### src/rtl/mips_pkg.sv
// Shared definitions for the MIPS pipeline MEM stage.
//   SIZE_*      : access size encodings carried on mem_size_mem
//   mem_state_t : MEM stage bus FSM states
//   BYTE_LANES  : byte lanes in a 32-bit data word
package mips_pkg;

  localparam logic [1:0] SIZE_BYTE = 2'd0;
  localparam logic [1:0] SIZE_HALF = 2'd1;
  localparam logic [1:0] SIZE_WORD = 2'd2;

  localparam int BYTE_LANES = 4;

  typedef enum logic {
    ST_IDLE = 1'b0,
    ST_WAIT = 1'b1
  } mem_state_t;

endpackage

### src/rtl/load_align.sv
// Load data alignment: picks the addressed byte/half out of the read word
// and sign- or zero-extends it. Word loads pass through unchanged.
//   i: rdata     raw bus read word
//   i: addr      byte offset within the word
//   i: size      access size (SIZE_BYTE/HALF/WORD; 3 behaves as word)
//   i: is_signed sign-extend byte/half
//   o: data      aligned, extended result
module load_align
  import mips_pkg::*;
(
  input  logic [31:0] rdata,
  input  logic [1:0]  addr,
  input  logic [1:0]  size,
  input  logic        is_signed,
  output logic [31:0] data
);

  logic [7:0]  w_byte;
  logic [15:0] w_half;

  // Equivalent to taking the low bits of rdata >> (8*addr). Halves are only
  // issued at offsets 0 or 2, so addr[1] alone selects the half.
  assign w_byte = rdata[{addr, 3'b000} +: 8];
  assign w_half = rdata[{addr[1], 4'b0000} +: 16];

  always_comb begin
    data = rdata;
    case (size)
      SIZE_BYTE: data = is_signed ? {{24{w_byte[7]}}, w_byte} : {24'd0, w_byte};
      SIZE_HALF: data = is_signed ? {{16{w_half[15]}}, w_half} : {16'd0, w_half};
      default:   data = rdata;
    endcase
  end

endmodule

### src/rtl/memory.sv
// MEM stage of the 5-stage MIPS pipeline.
// Drives the data-memory req/ack bus (byte enables, lane-replicated store
// data), aligns load data, stalls upstream while an access is outstanding,
// and registers all signals handed to write-back.
//   clk, rst (sync, active high)
//   ex->mem : valid_mem, alu_data_mem, store_data_mem, mem_read_mem,
//             mem_write_mem, mem_size_mem, mem_signed_mem, reg_d_we_mem,
//             reg_d_addr_mem, reg_d_data_sel_mem
//   bus     : dmem_req, dmem_we, dmem_addr, dmem_be, dmem_wdata (out),
//             dmem_rdata, dmem_ack (in)
//   control : stall_mem
//   mem->wb : addr_err_wb, alu_data_wb, mem_data_wb, reg_d_we_wb,
//             reg_d_addr_wb, reg_d_data_sel_wb
module memory
  import mips_pkg::*;
#(
  parameter int ADDR_SIZE = 5,
  parameter int WORD_SIZE = 32
) (
  input  logic                   clk,
  input  logic                   rst,
  input  logic                   valid_mem,
  input  logic [WORD_SIZE-1:0]   alu_data_mem,
  input  logic [WORD_SIZE-1:0]   store_data_mem,
  input  logic                   mem_read_mem,
  input  logic                   mem_write_mem,
  input  logic [1:0]             mem_size_mem,
  input  logic                   mem_signed_mem,
  input  logic                   reg_d_we_mem,
  input  logic [ADDR_SIZE-1:0]   reg_d_addr_mem,
  input  logic                   reg_d_data_sel_mem,
  output logic                   dmem_req,
  output logic                   dmem_we,
  output logic [WORD_SIZE-1:0]   dmem_addr,
  output logic [WORD_SIZE/8-1:0] dmem_be,
  output logic [WORD_SIZE-1:0]   dmem_wdata,
  input  logic [WORD_SIZE-1:0]   dmem_rdata,
  input  logic                   dmem_ack,
  output logic                   stall_mem,
  output logic                   addr_err_wb,
  output logic [WORD_SIZE-1:0]   alu_data_wb,
  output logic [WORD_SIZE-1:0]   mem_data_wb,
  output logic                   reg_d_we_wb,
  output logic [ADDR_SIZE-1:0]   reg_d_addr_wb,
  output logic                   reg_d_data_sel_wb
);

  mem_state_t r_state;

  logic [1:0]            w_ofs;
  logic                  w_is_byte;
  logic                  w_is_half;
  logic                  w_mem_op;
  logic                  w_misaligned;
  logic                  w_access;
  logic                  w_is_load;
  logic [BYTE_LANES-1:0] w_be;
  logic [31:0]           w_wdata;
  logic [31:0]           w_load_data;

  logic                  r_addr_err_wb;
  logic [WORD_SIZE-1:0]  r_alu_data_wb;
  logic [WORD_SIZE-1:0]  r_mem_data_wb;
  logic                  r_reg_d_we_wb;
  logic [ADDR_SIZE-1:0]  r_reg_d_addr_wb;
  logic                  r_reg_d_data_sel_wb;

  assign w_ofs     = alu_data_mem[1:0];
  assign w_is_byte = (mem_size_mem == SIZE_BYTE);
  assign w_is_half = (mem_size_mem == SIZE_HALF);
  assign w_mem_op  = valid_mem & (mem_read_mem | mem_write_mem);

  // Anything that is neither byte nor half (including encoding 3) is a word.
  assign w_misaligned = w_mem_op &
                        ((w_is_half & w_ofs[0]) |
                         (~w_is_byte & ~w_is_half & (w_ofs != 2'd0)));
  assign w_access  = w_mem_op & ~w_misaligned;
  // Read+write together is treated as a write, so it is not a load.
  assign w_is_load = w_access & mem_read_mem & ~mem_write_mem;

  always_comb begin
    w_be    = 4'hF;
    w_wdata = store_data_mem;
    if (w_is_byte) begin
      w_be    = 4'b0001 << w_ofs;
      w_wdata = {4{store_data_mem[7:0]}};
    end else if (w_is_half) begin
      w_be    = 4'b0011 << w_ofs;
      w_wdata = {2{store_data_mem[15:0]}};
    end
  end

  // Upstream holds the MEM inputs while stalled, so the bus fields derived
  // from them stay stable through WAIT without extra holding registers.
  assign dmem_req   = ~rst & ((r_state == ST_WAIT) | w_access);
  assign dmem_we    = dmem_req & mem_write_mem;
  assign dmem_addr  = {alu_data_mem[WORD_SIZE-1:2], 2'b00};
  assign dmem_be    = w_be;
  assign dmem_wdata = w_wdata;
  assign stall_mem  = dmem_req & ~dmem_ack;

  load_align u_load_align (
    .rdata     (dmem_rdata),
    .addr      (w_ofs),
    .size      (mem_size_mem),
    .is_signed (mem_signed_mem),
    .data      (w_load_data)
  );

  always_ff @(posedge clk) begin
    if (rst) begin
      r_state <= ST_IDLE;
    end else begin
      case (r_state)
        ST_IDLE: if (w_access && !dmem_ack) r_state <= ST_WAIT;
        ST_WAIT: if (dmem_ack)              r_state <= ST_IDLE;
        default:                            r_state <= ST_IDLE;
      endcase
    end
  end

  always_ff @(posedge clk) begin
    if (rst) begin
      r_addr_err_wb       <= 1'b0;
      r_alu_data_wb       <= '0;
      r_mem_data_wb       <= '0;
      r_reg_d_we_wb       <= 1'b0;
      r_reg_d_addr_wb     <= '0;
      r_reg_d_data_sel_wb <= 1'b0;
    end else if (stall_mem) begin
      // Bubble: only the side-effecting flags are cleared.
      r_addr_err_wb <= 1'b0;
      r_reg_d_we_wb <= 1'b0;
    end else begin
      r_addr_err_wb       <= w_misaligned;
      r_alu_data_wb       <= alu_data_mem;
      r_mem_data_wb       <= w_is_load ? w_load_data : '0;
      r_reg_d_we_wb       <= valid_mem & reg_d_we_mem & ~w_misaligned;
      r_reg_d_addr_wb     <= reg_d_addr_mem;
      r_reg_d_data_sel_wb <= reg_d_data_sel_mem;
    end
  end

  assign addr_err_wb       = r_addr_err_wb;
  assign alu_data_wb       = r_alu_data_wb;
  assign mem_data_wb       = r_mem_data_wb;
  assign reg_d_we_wb       = r_reg_d_we_wb;
  assign reg_d_addr_wb     = r_reg_d_addr_wb;
  assign reg_d_data_sel_wb = r_reg_d_data_sel_wb;

endmodule

### config.mk
export PLATFORM = sky130hd
export DESIGN_NAME = memory
export DESIGN_NICKNAME = d
export VERILOG_FILES = /design/src/rtl/mips_pkg.sv /design/src/rtl/load_align.sv /design/src/rtl/memory.sv
export SDC_FILE = /design/constraint.sdc
export NUM_CORES = 1
export LEC_CHECK = 0
export CAP_MARGIN = 10
export CORE_UTILIZATION = 37
export DETAILED_ROUTE_END_ITERATION = 10
export PLACE_DENSITY = 0.89
export SETUP_SLACK_MARGIN = 0.2
export SLEW_MARGIN = 20
export SYNTH_ARGS = -nofsm -noshare
export SYNTH_HDL_FRONTEND = slang
export SYNTH_SLANG_ARGS = --single-unit
### constraint.sdc
create_clock -name clk -period 2.7 [get_ports clk]
set_input_delay 0.27 -clock clk [delete_from_list [all_inputs] [get_ports clk]]
set_output_delay 0.27 -clock clk [all_outputs]
set_load 0.02 [all_outputs]
==> impl_metrics.toml <==
[logic_synthesis]
netlist_instances = 393
synth_commonest_cells = "73 x dfxtp_1, 62 x mux2_2, 45 x buf_4"
synth-async-reset-ratio_pct = 0
syn_avg_cell_area_um2 = 10.0
yosysWarnings = 0
synth_edf_count = 0
yosysTopAreaCell = "dfxtp_1"
ys_top_cells_by_area = "dfxtp_1 37%, mux2_2 18%, buf_4 8.6%"
synthFlopType = "dfxtp_1"
yosysMostFrequentCell = "dfxtp_1"
ys_seq_area_share_pct = 37.1
netlist_area_um2 = 3940
synthDistinctLibCells = 37
synth_top_area_share_pct = 37.1
ys_seq_elements = 73

[setup_path]
path_max_fanout = 26
reg2reg_depth = 5
end_kind = "primary output"
critPathArrivalTime_ns = 2.14
crit_path_start_kind = "input pin"
required_ns = 2.43
crit_type = "input pin to primary output"
timing.rr.end = "alu_data_wb[6]$_SDFFE_PP0N_"
worstSetupStartpoint = "mem_size_mem[0]"
r2r_slack_ns = 1.01
r2r-start = "r_state$_SDFF_PP0_"

[cells_and_area]
diodes = 0
fin_util_pct = 62.8
area_growth_pct = 64.4
drive_gt1_share_pct = 15.9
fin_cells = 741
nNetsFinal = 717
fillers = 850

[clock_network]
cts_buffers = 9
postCtsSetupBuffers = 0
tritoncts = "done"
cts_root_buf = "clkbuf_8"
clk_latency_ns = 0.34
cts.sinks = 73
cts.reportedPaths.clkPinSlew_ns = 0.07
clockBufferDepth = 2
htreeDepth = 3

[placed_design]
place_inst = 726
place.gp.congestion = 0.896
dp_hpwl_mm = 9.89
portBuffers = 252

[floorplanning]
initial_utilization_pct = 38.2
rows = 37
design.core.area_um2 = 10300
num_io_pins = 255
die-area_um2 = 11100
die_x_um = 105
die_h_um = 105

[power]
ir_drop_uv = 359
total_power_mw = 2.82
p_leak_nw = 2.45
power.density_nw_per_um2 = 436

[hold_path]
hold_class = "register to register"
hold_start = "mem_data_wb[24]$_SDFFE_PP0N_"
hold_path_end = "mem_data_wb[24]$_SDFFE_PP0N_"
hold-path-cell-count = 1

[sta]
setup_violations = 0
rsz0062_at_grt = "no"
fin_hold_ws_ns = 0.468
slew_violations = 0
period_needed_ns = 2.41
finalClockSkew_ns = 0.0114
worstMarginPinSlew_ns = 1.07
slew_headroom_pct = 28.4
fmax_mhz = 414
period_share_pct = 89.4
hold_viol = 0
finalSetupTns_ns = 0

[grt]
grt_busiest_layer = "met2"
grt_pass1_wl_mm = 19.2
grt_util_met3_pct = 6.74
met2_usage_pct = 41.5
grt_usage_pct = 22.2
grt_max_degree = 49
grt_antenna_before_repair = 0
use_met1_pct = 22.2
grt_pass1_vias = 3844
grt_overflow = 0

[routing]
postRouteAntennaNets = 0
vias_per_cell = 5.22
wl_per_cell_um = 17.5
drt_pass1_iterations = 4
drc = 0
drtIter0Drc = 334
wirelength_mm = 13.0
vias = 3865

[job]
cap_violations = 0

[outcome]
status = "completed"
kinds of logic (layout without fill, tap and decap cells):
family / count (synthesis) / after routing / synth area share [%]
AO/OA/AOI/OAI: 89 / 89 / 17.4
AND/OR/NAND/NOR: 79 / 79 / 11.7
buffers and inverters: 75 / 286 / 12.0
flip-flops: 73 / 73 / 37.1
multiplexers: 72 / 72 / 20.6
adder cells (fa/ha/maj): 4 / 4 / 1.27
other: 1 / 2 / 0.0951
critical path, stage by stage:
cell             delay, ns
clkdlybuf4s50_1       0.44
buf_6                 0.20
nor2_1                0.12
buf_4                 0.20
mux2_2                0.37
clkdlybuf4s50_1       0.55
worst max path at each step:
stage,endpoint,slack (ns),cells past startpoint
floorplan,stall_mem,0.26,9
global placement,alu_data_wb[29]$_SDFFE_PP0N_,0.12,8
detailed placement,alu_data_wb[8]$_SDFFE_PP0N_,0.08,8
CTS,dmem_wdata[14],0.23,6
global route,dmem_we,0.21,8
finish,dmem_wdata[14],0.29,6
registers in the layout (all words and copies together) (netlist names):
register,flops
alu_data_wb,32
mem_data_wb,32
reg_d_addr_wb,5
addr_err_wb,1
r_state,1
reg_d_data_sel_wb,1
reg_d_we_wb,1
stage by stage:
| step | instance area, um^2 | setup slack [ns] |
|---|---|---|
| 3_3_place_gp | 6290 | 0.124 |
| 6_report | 6480 | 0.285 |
| 3_5_place_dp | 6290 | 0.0824 |
| 5_1_grt | 6480 | 0.207 |
| 4_1_cts | 6480 | 0.230 |
| 2_1_floorplan | 3950 | 0.259 |
cell usage in the layout (no fill, tap or decap), types with 2 or more instances in the layout:
master	n
a21o_1	3
a21oi_1	18
a221oi_1	7
a222oi_1	7
a22o_1	8
buf_4	13
clkbuf_8	10
clkdlybuf4s50_1	248
conb_1	2
dfxtp_1	73
dlygate4sd2_1	3
ha_1	4
inv_1	5
mux2_2	62
mux2i_1	9
nand2_1	10
nand2b_1	4
nand3b_1	2
nor2_1	10
nor2b_1	41
nor3_1	3
nor4_1	2
o21ai_0	11
o2bb2ai_1	31
layer usage:
metal	vias to the layer above	wire (um)
li1	1798	-
met5	-	0
met2	214	6740
met1	1824	4630
met4	0	363
met3	29	1210
repair_timing:
item | 4_1_cts | 5_1_grt
hold buffers | 0 | 0
resized for setup | 3 | 1
setup endpoints to repair | 3 | 4
where the power goes:
part	internal [mW]	switching, mW
clock	0.451	0.404
sequential	1.12	0.0219
combinational	0.452	0.374
layout make-up:
class | instances | area [um^2] | area share (%)
timing repair buffer | 266 | 2620 | 40.5
multi-input combinational | 246 | 2010 | 31.1
sequential | 73 | 1460 | 22.6
tap | 136 | 170 | 2.63
clock buffer | 11 | 141 | 2.18
clock inverter | 4 | 52.6 | 0.811
inverter | 5 | 18.8 | 0.290
Note: power is estimated with default switching activity, not from simulation.
